[config.mk]
export PLATFORM = sky130hd
export DESIGN_NAME = bus_rx_endpoint
export DESIGN_NICKNAME = d
export VERILOG_FILES = /design/src/rtl/bus_pkg.sv /design/src/rtl/rx_fifo.sv /design/src/rtl/bus_rx_endpoint.sv
export SDC_FILE = /design/constraint.sdc
export NUM_CORES = 1
export LEC_CHECK = 0
export BUFFER_PORTS_ARGS = -buffer_cell sky130_fd_sc_hd__buf_2
export CAP_MARGIN = 5
export CORE_UTILIZATION = 35
export DETAILED_ROUTE_END_ITERATION = 6
export PLACE_DENSITY_LB_ADDON = 0.08
export SLEW_MARGIN = 15
export SYNTH_ARGS = -nofsm -noshare
export SYNTH_HDL_FRONTEND = slang
export SYNTH_SLANG_ARGS = --single-unit
[constraint.sdc]
create_clock -name clk -period 5.6 [get_ports clk]
set_clock_uncertainty 0.15 [all_clocks]
set_input_delay 1.4 -clock clk [delete_from_list [all_inputs] [get_ports clk]]
set_output_delay 1.4 -clock clk [all_outputs]
set_load 0.02 [all_outputs]
[src/rtl/bus_pkg.sv]
// Shared bus constants, ID extraction helper and the drop-counter type.
package bus_pkg;

  localparam int ID_W      = 8;
  localparam int PKT_MAX_W = 64;
  localparam logic [ID_W-1:0] BCAST_ID_DEF = 8'hFF;

  typedef logic [7:0] drop_cnt_t;

  // Destination ID sits in the top ID_W bits of a pkt_w-bit packet.
  function automatic logic [ID_W-1:0] get_id(input logic [PKT_MAX_W-1:0] pkt, input int pkt_w);
    return ID_W'(pkt >> (pkt_w - ID_W));
  endfunction

endpackage

[src/rtl/rx_fifo.sv]
// First-word-fall-through FIFO; a pop on a full FIFO frees the slot for a same-edge write.
module rx_fifo #(
  parameter int width = 16,
  parameter int depth = 8
) (
  input  logic             clk_i,
  input  logic             rst_i,
  input  logic             wr_i,
  input  logic [width-1:0] wdat_i,
  input  logic             rd_i,
  output logic [width-1:0] rdat_o,
  output logic             vld_o,
  output logic             full_o,
  output logic             space_o
);

  localparam int AW = $clog2(depth);
  localparam logic [AW:0] DEPTH_C = (AW+1)'(depth);

  logic [width-1:0] mem_q [depth];
  logic [AW-1:0]    wptr_q, wptr_d, rptr_q, rptr_d;
  logic [AW:0]      cnt_q, cnt_d;
  logic             full_q, full_d;
  logic             do_rd, do_wr;

  always_comb begin
    do_rd   = rd_i && (cnt_q != '0);
    space_o = (cnt_q != DEPTH_C) || do_rd;
    do_wr   = wr_i && space_o;
    wptr_d  = wptr_q;
    rptr_d  = rptr_q;
    cnt_d   = cnt_q;
    if (do_wr) wptr_d = wptr_q + AW'(1);
    if (do_rd) rptr_d = rptr_q + AW'(1);
    if (do_wr && !do_rd) begin
      cnt_d = cnt_q + (AW+1)'(1);
    end else if (!do_wr && do_rd) begin
      cnt_d = cnt_q - (AW+1)'(1);
    end
    full_d = (cnt_d == DEPTH_C);
  end

  always_ff @(posedge clk_i or posedge rst_i) begin
    if (rst_i) begin
      wptr_q <= '0;
      rptr_q <= '0;
      cnt_q  <= '0;
      full_q <= 1'b0;
    end else begin
      wptr_q <= wptr_d;
      rptr_q <= rptr_d;
      cnt_q  <= cnt_d;
      full_q <= full_d;
    end
  end

  // Storage needs no reset: the head is masked to zero whenever the FIFO is empty.
  always_ff @(posedge clk_i) begin
    if (do_wr) mem_q[wptr_q] <= wdat_i;
  end

  assign vld_o  = (cnt_q != '0);
  assign rdat_o = vld_o ? mem_q[rptr_q] : '0;
  assign full_o = full_q;

endmodule

[src/rtl/bus_rx_endpoint.sv]
// Bus receive terminal: filters pushes by destination ID, buffers hits in an FWFT FIFO, tracks drops.
// Optional RX_STATS_EN adds a 16-bit accepted-packet counter on rx_cnt.
module bus_rx_endpoint
  import bus_pkg::*;
#(
  parameter int              pckg_sz   = 16,
  parameter int              drvrs     = 4,
  parameter logic [ID_W-1:0] my_id     = 8'd0,
  parameter logic [ID_W-1:0] broadcast = BCAST_ID_DEF,
  parameter int              depth     = 8
) (
  input  logic               clk,
  input  logic               reset,
  input  logic               push,
  input  logic [pckg_sz-1:0] D_push,
  output logic               pndng,
  output logic [pckg_sz-1:0] D_pop,
  input  logic               pop,
  output logic               full,
  output logic               ovf,
  input  logic               ovf_clr,
  output drop_cnt_t          drop_cnt,
  output logic [15:0]        rx_cnt
);

  if ((int'(my_id) >= drvrs) && (my_id != broadcast)) begin : g_bad_id
    $error("bus_rx_endpoint: my_id outside 0..drvrs-1");
  end

  logic [ID_W-1:0] id;
  logic            match, space, accept, drop;
  logic            ovf_q, ovf_d;
  drop_cnt_t       drop_cnt_q, drop_cnt_d;

  assign id     = get_id(PKT_MAX_W'(D_push), pckg_sz);
  assign match  = push && ((id == my_id) || (id == broadcast));
  assign accept = match && space;
  assign drop   = match && !space;

  rx_fifo #(
    .width (pckg_sz),
    .depth (depth)
  ) u_fifo (
    .clk_i   (clk),
    .rst_i   (reset),
    .wr_i    (match),
    .wdat_i  (D_push),
    .rd_i    (pop),
    .rdat_o  (D_pop),
    .vld_o   (pndng),
    .full_o  (full),
    .space_o (space)
  );

  // A clear coinciding with a drop still records that one drop in the counter.
  always_comb begin
    ovf_d      = ovf_q;
    drop_cnt_d = drop_cnt_q;
    if (ovf_clr) begin
      ovf_d      = 1'b0;
      drop_cnt_d = drop ? 8'd1 : 8'd0;
    end else if (drop) begin
      ovf_d = 1'b1;
      if (drop_cnt_q != 8'hFF) drop_cnt_d = drop_cnt_q + 8'd1;
    end
  end

  always_ff @(posedge clk or posedge reset) begin
    if (reset) begin
      ovf_q      <= 1'b0;
      drop_cnt_q <= '0;
    end else begin
      ovf_q      <= ovf_d;
      drop_cnt_q <= drop_cnt_d;
    end
  end

  assign ovf      = ovf_q;
  assign drop_cnt = drop_cnt_q;

`ifdef RX_STATS_EN
  logic [15:0] rx_cnt_q;

  always_ff @(posedge clk or posedge reset) begin
    if (reset) begin
      rx_cnt_q <= '0;
    end else if (accept) begin
      rx_cnt_q <= rx_cnt_q + 16'd1;
    end
  end

  assign rx_cnt = rx_cnt_q;
`else
  assign rx_cnt = '0;
`endif

endmodule

==> flow_summary.yaml, run 1 <==
drt:
  wl_per_cell_um: 18.5
  drt_iter0_drc: 149
  first_pass_iters: 4
  wl_um: 12000
  vias_per_cell: 4.86
  vias: 3156
  ant_nets: 0
  drc: 0
yosys:
  syn_area_sq_um: 6140
  async_reset_ff_share_pct: 13.5
  synth.avg_cell_area_sq_um: 17.6
  yosysUniqueCellTypes: 37
  synthCells: 349
  ys.warnings.count: 0
  synth_seq_cells: 148
  synth-edff-count: 128
  synthFlopType: "edfxtp_1"
  ys_seq_area_share_pct: 70.7
pwr:
  power-per-cell-area_nw_per_um2: 457
  p_leak_nw: 2.56
  vdd_drop_max_mv: 0.225
  power_mw: 3.29
status:
  status: "finished, final reports clean"
final_layout:
  final_cell_mix: "edfxtp_1 (128), buf_2 (47), mux4_2 (32)"
  drive_gt1_share_pct: 31.8
  fin_area_sq_um: 7210
  final_common_cell: "edfxtp_1"
  nets: 437
  regArea_sq_um: 4350
  postLayoutCoreUtil_pct: 41.8
  fillerInstances: 1567
  areaGrowthSynthToFinish_pct: 17.4
  diodes: 0
  multiInputGateArea_sq_um: 1650
floorplanning:
  placementRows: 48
  io_pins: 64
  core-area_sq_um: 17200
  die-area_sq_um: 18100
  die_height_um: 134
  start_util_pct: 35.6
  die_x_um: 134
sta:
  max-slew-margin-rel_pct: 40.6
  finalCriticalPeriod_ns: 4.24
  worstMarginPinSlew_ns: 0.891
  drv_slew: 0
  setup_viol: 0
  setup_tns_ns: 0
  rsz0062_at_grt: "no"
  timing.fmax_mhz: 236
  finalCritPeriodShare_pct: 75.7
  hold_viol_final: 0
cts:
  cts_num_sinks: 148
  clkLatencyLatePin_ns: 0.42
  clockBufferDepth: 2
  clock-root-buffer: "clkbuf_16"
  hold_buffers: 0
  post_cts_buffers: 0
  cts_made_buffers: 17
  cts_tree: "built"
  clkTransAtPathRegs_ns: 0.06
  ctsHtreeMaxLevel: 4
  cts_resized: 0
grt:
  antenna_found_initial: 0
  track_usage_pct: 14.7
  grt-busiest-layer: "met2"
  grt_pass1_vias: 3231
  grtUsageMet3_pct: 3.98
  grt_pass1_wl_um: 18800
  grt_max_degree: 35
  grt_util_met2_pct: 23.3
  overflow: 0
  grt_use_met1_pct: 19.2
worst_setup_path:
  critPathArrivalTime_ns: 2.69
  crit_start: "u_fifo.rptr_q[0]"
  r2r-start: "u_fifo.cnt_q[0]"
  required_ns: 4.05
  worst-r2r-setup-slack_ns: 2.96
  path_max_fanout: 23
  setup.worst_path.start_class: "register"
  endpoint_kind: "output port"
  crit_type: "register to output port"
worst_hold_path:
  hp-start: "ovf"
  min_path_type: "register to register"
flow_run:
  cap_violations: 0
placement:
  placed_cell_area_sq_um: 6640
  portBuffers: 47
  dp_hpwl_um: 7230
  gp_congestion: 0.730
==> kinds of logic after synthesis <==
family / share of synthesized area (%)
DFF: 70.7
and+or+nand+nor: 6.72
muxes: 14.5
buffers and inverters: 3.73
AOI/OAI and AO/OA: 1.39
xor gates and xnor gates: 1.85
adders and majority gates: 1.02
other: 0.0611
==> final timing paths <==
check | to | depth (start not counted)
worst max-delay path | D_pop[15] | 5
worst min-delay path | ovf | 2
worst max register to register | u_fifo.mem_q[3][3] | 7
worst min register to register | ovf | 2
max in group asynchronous | u_fifo.rptr_q[0] | 2
min in group asynchronous | drop_cnt[6] | 2
==> layout make-up <==
type | count | area share [%]
sequential | 148 | 60.3
clock inverter | 12 | 1.91
multi-input combinational | 176 | 22.9
tap | 225 | 3.90
timing repair buffer | 59 | 4.51
clock buffer | 20 | 6.05
inverter | 9 | 0.468
==> critical path, cell delays in order, from the launching register on <==
cell and delay, ns:
dfrtp_2 0.89, buf_4 0.40, mux4_2 0.53, mux2i_1 0.23
nor2_1 0.06, buf_2 0.16
==> sequential cells by signal, summed over array words and instances, names as in the netlist <==
register	count
drop_cnt	8
u_fifo.mem_q	128
u_fifo.rptr_q	3
u_fifo.cnt_q	4
u_fifo.wptr_q	3
ovf	1
u_fifo.full_o	1
==> synthesized netlist by cell type, types with 2 or more instances <==
master | count | share of area [%]
buf_6 | 2 | 0.37
nand3_1 | 6 | 0.49
buf_2 | 3 | 0.24
clkbuf_1 | 8 | 0.49
o21ai_0 | 2 | 0.16
buf_4 | 16 | 2.0
nor2_1 | 29 | 1.8
xnor2_1 | 9 | 1.3
buf_1 | 2 | 0.12
o21ai_1 | 2 | 0.16
edfxtp_1 | 128 | 63
or4_4 | 2 | 0.37
inv_1 | 8 | 0.49
dfrtp_1 | 20 | 8.1
a21oi_1 | 5 | 0.41
nor3_1 | 6 | 0.49
nand4_1 | 5 | 0.51
mux2i_1 | 17 | 2.8
xor2_1 | 4 | 0.57
ha_1 | 5 | 1.0
nand2_1 | 16 | 0.98
o211ai_1 | 2 | 0.24
nand2b_1 | 3 | 0.31
mux4_2 | 32 | 12
nor4_1 | 5 | 0.51
==> power breakdown <==
group	internal, mW	total [mW]	switching (mW)
Sequential	1.23	1.37	0.141
Combinational	0.399	0.817	0.419
Clock	0.692	1.11	0.414
Total	2.32	3.29	0.974
==> per-stage QoR <==
stage / std cells / setup slack, ns / hold WS, ns
finish: 649 / 1.36 / 0.380
detailed placement: 617 / 1.50 / 0.382
global route: 649 / 1.17 / 0.410
floorplan: 364 / 0.819 / 0.366
CTS: 649 / 1.25 / 0.390
global placement: 617 / 1.57 / 0.348
==> layer usage <==
layer | wire length [um] | part of all wire (%) | up-vias
met5 | 0 | 0 | -
met4 | 196 | 1.6 | 0
met3 | 386 | 3.2 | 16
met2 | 5880 | 49 | 61
met1 | 5570 | 46 | 1637
li1 | - | - | 1442
No activity file was read; power rests on OpenSTA's default activity.
==> run 2, diff against run 1 <==
- ABC_AREA: not set -> 1
- clock period: 5.6 -> 3.6 ns (I/O delays scaled with it)
==> flow_summary.yaml, run 2 <==
worst_setup_path:
  setup.worst_path.start_class: "register"
  worst-r2r-setup-slack_ns: 1.31
  rr_endpoint: "u_fifo.mem_q[0][5]"
  required_ns: 2.55
  path_max_fanout: 12
  endpoint_kind: "output port"
  r2r-start: "u_fifo.cnt_q[0]"
  critPathArrivalTime_ns: 2.20
  crit_type: "register to output port"
  r2r.worst_path.cells: 7
sta:
  finalCritPeriodShare_pct: 90.3
  rsz0062_at_grt: "no"
  setup_viol: 0
  timing.fmax_mhz: 308
  drv_slew: 0
  setup_tns_ns: 0
  finalCriticalPeriod_ns: 3.25
  max-slew-margin-rel_pct: 46.3
  worstMarginPinSlew_ns: 0.804
  hold_viol_final: 0
drt:
  wl_per_cell_um: 17.1
  wl_met1_um: 6170
  met2_wirelength_um: 7260
  first_pass_iters: 5
  wl_um: 14200
  ant_nets: 0
  top_layer_used: "met5"
  drt_iter0_drc: 221
  drc: 0
  vias: 4116
  dr_wl_met3_um: 512
  vias_per_cell: 4.98
final_layout:
  drive_gt1_share_pct: 19.4
  fillerInstances: 1685
  max_flop_register: "u_fifo.mem_q"
  diodes: 0
  final_cell_mix: "edfxtp_1 (128), nor2_1 (111), o21ai_0 (85)"
  fin_cells: 827
  largest_reg_flops: 128
  final_common_cell: "edfxtp_1"
  fin_area_sq_um: 7400
  nets: 615
  areaGrowthSynthToFinish_pct: 18.0
yosys:
  synth.avg_cell_area_sq_um: 11.8
  async_reset_ff_share_pct: 13.5
  synth_area_leader_cell: "edfxtp_1"
  synth-edff-count: 128
  synth_seq_cells: 148
  ys.warnings.count: 0
  yosys-top-cells-area: "edfxtp_1 (61%), dfrtp_1 (8.0%), o21ai_0 (6.8%)"
  syn_area_sq_um: 6280
  yosysUniqueCellTypes: 33
  synthCells: 531
  synth_most_common_cell: "edfxtp_1"
  synthFlopType: "edfxtp_1"
  synth_top_area_share_pct: 61.2
  synthTopCellsByCount: "edfxtp_1 (128), nor2_1 (111), o21ai_0 (85), nand2_1 (35), dfrtp_1 (20)"
  ys_seq_area_share_pct: 69.2
placement:
  gp_congestion: 0.770
  placed_cell_area_sq_um: 6810
  portBuffers: 47
  dp_cells: 795
  dp_hpwl_um: 8810
worst_hold_path:
  hp-start: "ovf"
  holdPathStages: 1
  min_path_type: "register to register"
  worst_hold_path.endpoint: "ovf"
cts:
  clkLatencyLatePin_ns: 0.41
  clockBufferDepth: 2
  clkTransAtPathRegs_ns: 0.06
  hold_buffers: 0
  post_cts_buffers: 0
  cts_made_buffers: 17
  cts_resized: 0
  cts_tree: "built"
  cts_num_sinks: 148
  ctsHtreeMaxLevel: 4
  clock-root-buffer: "clkbuf_16"
pwr:
  seq_power_share_pct: 35.7
  swShare_pct: 35.0
  clock_power_share_pct: 32.1
  power-per-cell-area_nw_per_um2: 737
  vdd_drop_max_mv: 0.347
  combPwrFrac_pct: 32.2
  p_int_mw: 3.55
  switchingPower_mw: 1.91
  p_leak_nw: 2.67
grt:
  grt_pass1_vias: 4065
  grt_max_degree: 65
  overflow: 0
  track_usage_pct: 16.5
  grt_pass1_wl_um: 22200
  antenna_found_initial: 1
floorplanning:
  core-area_sq_um: 17400
  io_pins: 64
  die_height_um: 136
  die_x_um: 136
  die-area_sq_um: 18500
  placementRows: 48
  start_util_pct: 36.0
flow_run:
  cap_violations: 0
status:
  status: "finished, final reports clean"
-- run 2: cell types whose count changed after synthesis, sizes merged, moves of 13 or more --
cell / delta
mux2i: -17
nand2: +23
mux4: -32
nor2: +83
nand3: +13
a31oi: +17
o21ai: +82
o22ai: +16
-- run 2: layer usage --
layer / track usage [%] / up-vias
met5: 0 / -
met4: 7.22 / 2
met3: 3.65 / 13
met2: 28.8 / 82
met1: 19.5 / 2033
li1: - / 1986
-- run 2: worst max-delay path by stage --
stage | to | depth (start not counted) | from
after floorplan | u_fifo.mem_q[2][0] | 6 | D_push[10]
after global placement | D_pop[14] | 6 | u_fifo.rptr_q[0]
after detailed placement | u_fifo.mem_q[0][4] | 8 | D_push[8]
after CTS | D_pop[14] | 6 | u_fifo.rptr_q[0]
after global routing | D_pop[12] | 7 | u_fifo.rptr_q[1]
final | D_pop[14] | 7 | u_fifo.rptr_q[1]
-- run 2: kinds of logic (layout without fill, tap and decap cells) --
family,after synthesis,after routing,share of synthesized area [%]
and+or+nand+nor,188,188,13.2
DFF,148,148,69.2
AOI/OAI and AO/OA,123,123,10.7
buffers and inverters,57,113,4.55
xor gates and xnor gates,9,9,1.26
adders and majority gates,5,5,0.997
other,1,16,0.0598
-- run 2: power groups by stage --
stage | clock (mW) | sequential (mW) | combinational, mW
6_report | 1.75 | 1.95 | 1.76
5_1_grt | 1.86 | 1.96 | 1.97
4_1_cts | 1.79 | 1.95 | 1.80
3_5_place_dp | 0 | 1.99 | 1.80
3_3_place_gp | 0 | 1.99 | 1.80
2_1_floorplan | 0 | 1.98 | 1.21
-- run 2: cell type report --
cell class                 count  area (sq um)  share of cell area [%]
sequential                   148          4350                    58.7
multi-input combinational    341          1740                    23.5
clock buffer                  18           429                    5.80
timing repair buffer          65           383                    5.17
tap                          225           282                    3.80
clock inverter                14           163                    2.20
inverter                      16          60.1                   0.811
-- run 2: critical path, stage by stage, from the launching register on --
cell and delay [ns]:
dfrtp_1 0.37, inv_1 0.34, buf_4 0.24, o21ai_0 0.08, o22ai_1 0.14, o21ai_0 0.12
a31oi_1 0.26, buf_2 0.23
-- run 2: per-stage QoR --
stage / hold slack [ns] / utilization, % / total power [mW] / setup WS (ns)
global route: 0.366 / 42.5 / 5.79 / 0.190
floorplan: 0.342 / - / 3.20 / 0.242
CTS: 0.346 / 42.5 / 5.55 / 0.257
detailed placement: 0.329 / 39.1 / 3.79 / 0.701
global placement: 0.329 / 39.1 / 3.78 / 0.706
finish: 0.339 / 42.5 / 5.46 / 0.349
==> run 3, diff against run 2 <==
- CORE_MARGIN: not set -> 4
==> flow_summary.yaml, run 3 (same netlist as run 2, synthesis figures left out) <==
floorplanning:
  placementRows: 48
  die-area_sq_um: 20100
  die_x_um: 142
  core-area_sq_um: 17400
  start_util_pct: 36.0
  io_pins: 64
  die_height_um: 142
cts:
  clock-root-buffer: "clkbuf_16"
  cts_made_buffers: 17
  clkTransAtPathRegs_ns: 0.06
  cts_resized: 0
  post_cts_buffers: 0
  clockBufferDepth: 2
  cts_tree: "built"
  ctsHtreeMaxLevel: 4
  cts_num_sinks: 148
  clkLatencyLatePin_ns: 0.42
  hold_buffers: 0
sta:
  hold_ws_ns: 0.341
  setup_slack_ns: 0.393
  timing.fmax_mhz: 312
  finalCriticalPeriod_ns: 3.21
  drv_slew: 0
  finalCritPeriodShare_pct: 89.1
  hold_viol_final: 0
  rsz0062_at_grt: "no"
  max-slew-margin-rel_pct: 45.6
  setup_viol: 0
  setup_tns_ns: 0
  worstMarginPinSlew_ns: 0.815
grt:
  grt_pass1_wl_um: 21900
  grt_pass1_vias: 3998
  overflow: 0
  grt_max_degree: 66
  track_usage_pct: 14.5
  antenna_found_initial: 0
final_layout:
  multiInputGateArea_sq_um: 1740
  areaGrowthSynthToFinish_pct: 17.5
  nets: 615
  drive_gt1_share_pct: 19.6
  largest_reg_flops: 128
  final_common_cell: "edfxtp_1"
  fin_cells: 828
  final_cell_mix: "edfxtp_1 (128), nor2_1 (111), o21ai_0 (85)"
  fillerInstances: 1647
  regArea_sq_um: 4350
  max_flop_register: "u_fifo.mem_q"
pwr:
  p_int_mw: 3.43
  switchingPower_mw: 1.93
  seq_power_share_pct: 36.5
  combPwrFrac_pct: 33.3
  power-per-cell-area_nw_per_um2: 726
  clock_power_share_pct: 30.3
  p_leak_nw: 2.66
  vdd_drop_max_mv: 0.377
  swShare_pct: 36.0
  power_mw: 5.35
worst_setup_path:
  path_buf_inv: 2
  r2r.worst_path.cells: 7
  endpoint_kind: "output port"
  crit_type: "register to output port"
  required_ns: 2.55
  critPathArrivalTime_ns: 2.16
  cp_common_cell: "o21ai_0"
  path_max_fanout: 33
  setup.worst_path.start_class: "register"
  cp_slowest_stage_delay_ns: 0.37
  path_delay_family: "compound AO/OA/AOI/OAI gates"
  path_depth: 6
  cp_slowest_cell: "buf_4"
  crit_chain: "buf_4, o21ai_0, o22ai_1, o21ai_0, a31oi_1, buf_2"
drt:
  ant_nets: 0
  wl_um: 14300
  vias: 4060
  wl_per_cell_um: 17.2
  first_pass_iters: 5
  vias_per_cell: 4.90
  drc: 0
  drt_iter0_drc: 178
flow_run:
  cap_violations: 0
status:
  status: "finished, final reports clean"
placement:
  place_worst_setup_slack_ns: 0.689
  dp_cells: 795
  dp_hpwl_um: 8980
  gp_congestion: 0.823
  portBuffers: 47
worst_hold_path:
  min_path_type: "register to register"
  holdPathStages: 1
==> run 3: through the flow <==
| stage | instance area [sq um] | utilization, % |
|---|---|---|
| after floorplan | 6330 | - |
| after global placement | 6830 | 39.2 |
| after detailed placement | 6830 | 39.2 |
| after CTS | 7370 | 42.3 |
| after global routing | 7370 | 42.3 |
| final | 7370 | 42.3 |
==> run 3: final timing paths <==
check	startpoint	endpoint	slack (ns)
worst max-delay path	u_fifo.rptr_q[1]	D_pop[12]	0.39
min in group asynchronous	reset	u_fifo.cnt_q[0]	0.48
worst max register to register	u_fifo.cnt_q[0]	u_fifo.mem_q[0][10]	1.32
max in group asynchronous	reset	u_fifo.rptr_q[0]	2.25
worst min-delay path	ovf	ovf	0.34
worst min register to register	ovf	ovf	0.34
==> run 3: per-layer routing <==
metal	wire [um]	GRT usage [%]	up-vias	part of all wire [%]
met1	6270	17.7	1980	44
met5	0	0	-	0
met4	242	6.21	0	1.7
li1	-	-	1987	-
met2	7210	24.3	78	51
met3	548	3.98	15	3.8
==> run 3: final cells by class <==
type | count | share of cell area [%]
antenna | 1 | 0.0339
timing repair buffer | 65 | 5.36
tap | 225 | 3.82
inverter | 16 | 0.815
clock buffer | 18 | 5.82
sequential | 148 | 58.9
multi-input combinational | 341 | 23.6
clock inverter | 14 | 1.56
==> run 3: power by group through the flow <==
stage	clock (mW)	sequential, mW	combinational [mW]
after global placement	0	1.99	1.81
final	1.62	1.95	1.78
after floorplan	0	1.98	1.21
after CTS	1.65	1.95	1.83
after global routing	1.74	1.96	1.98
after detailed placement	0	1.99	1.83
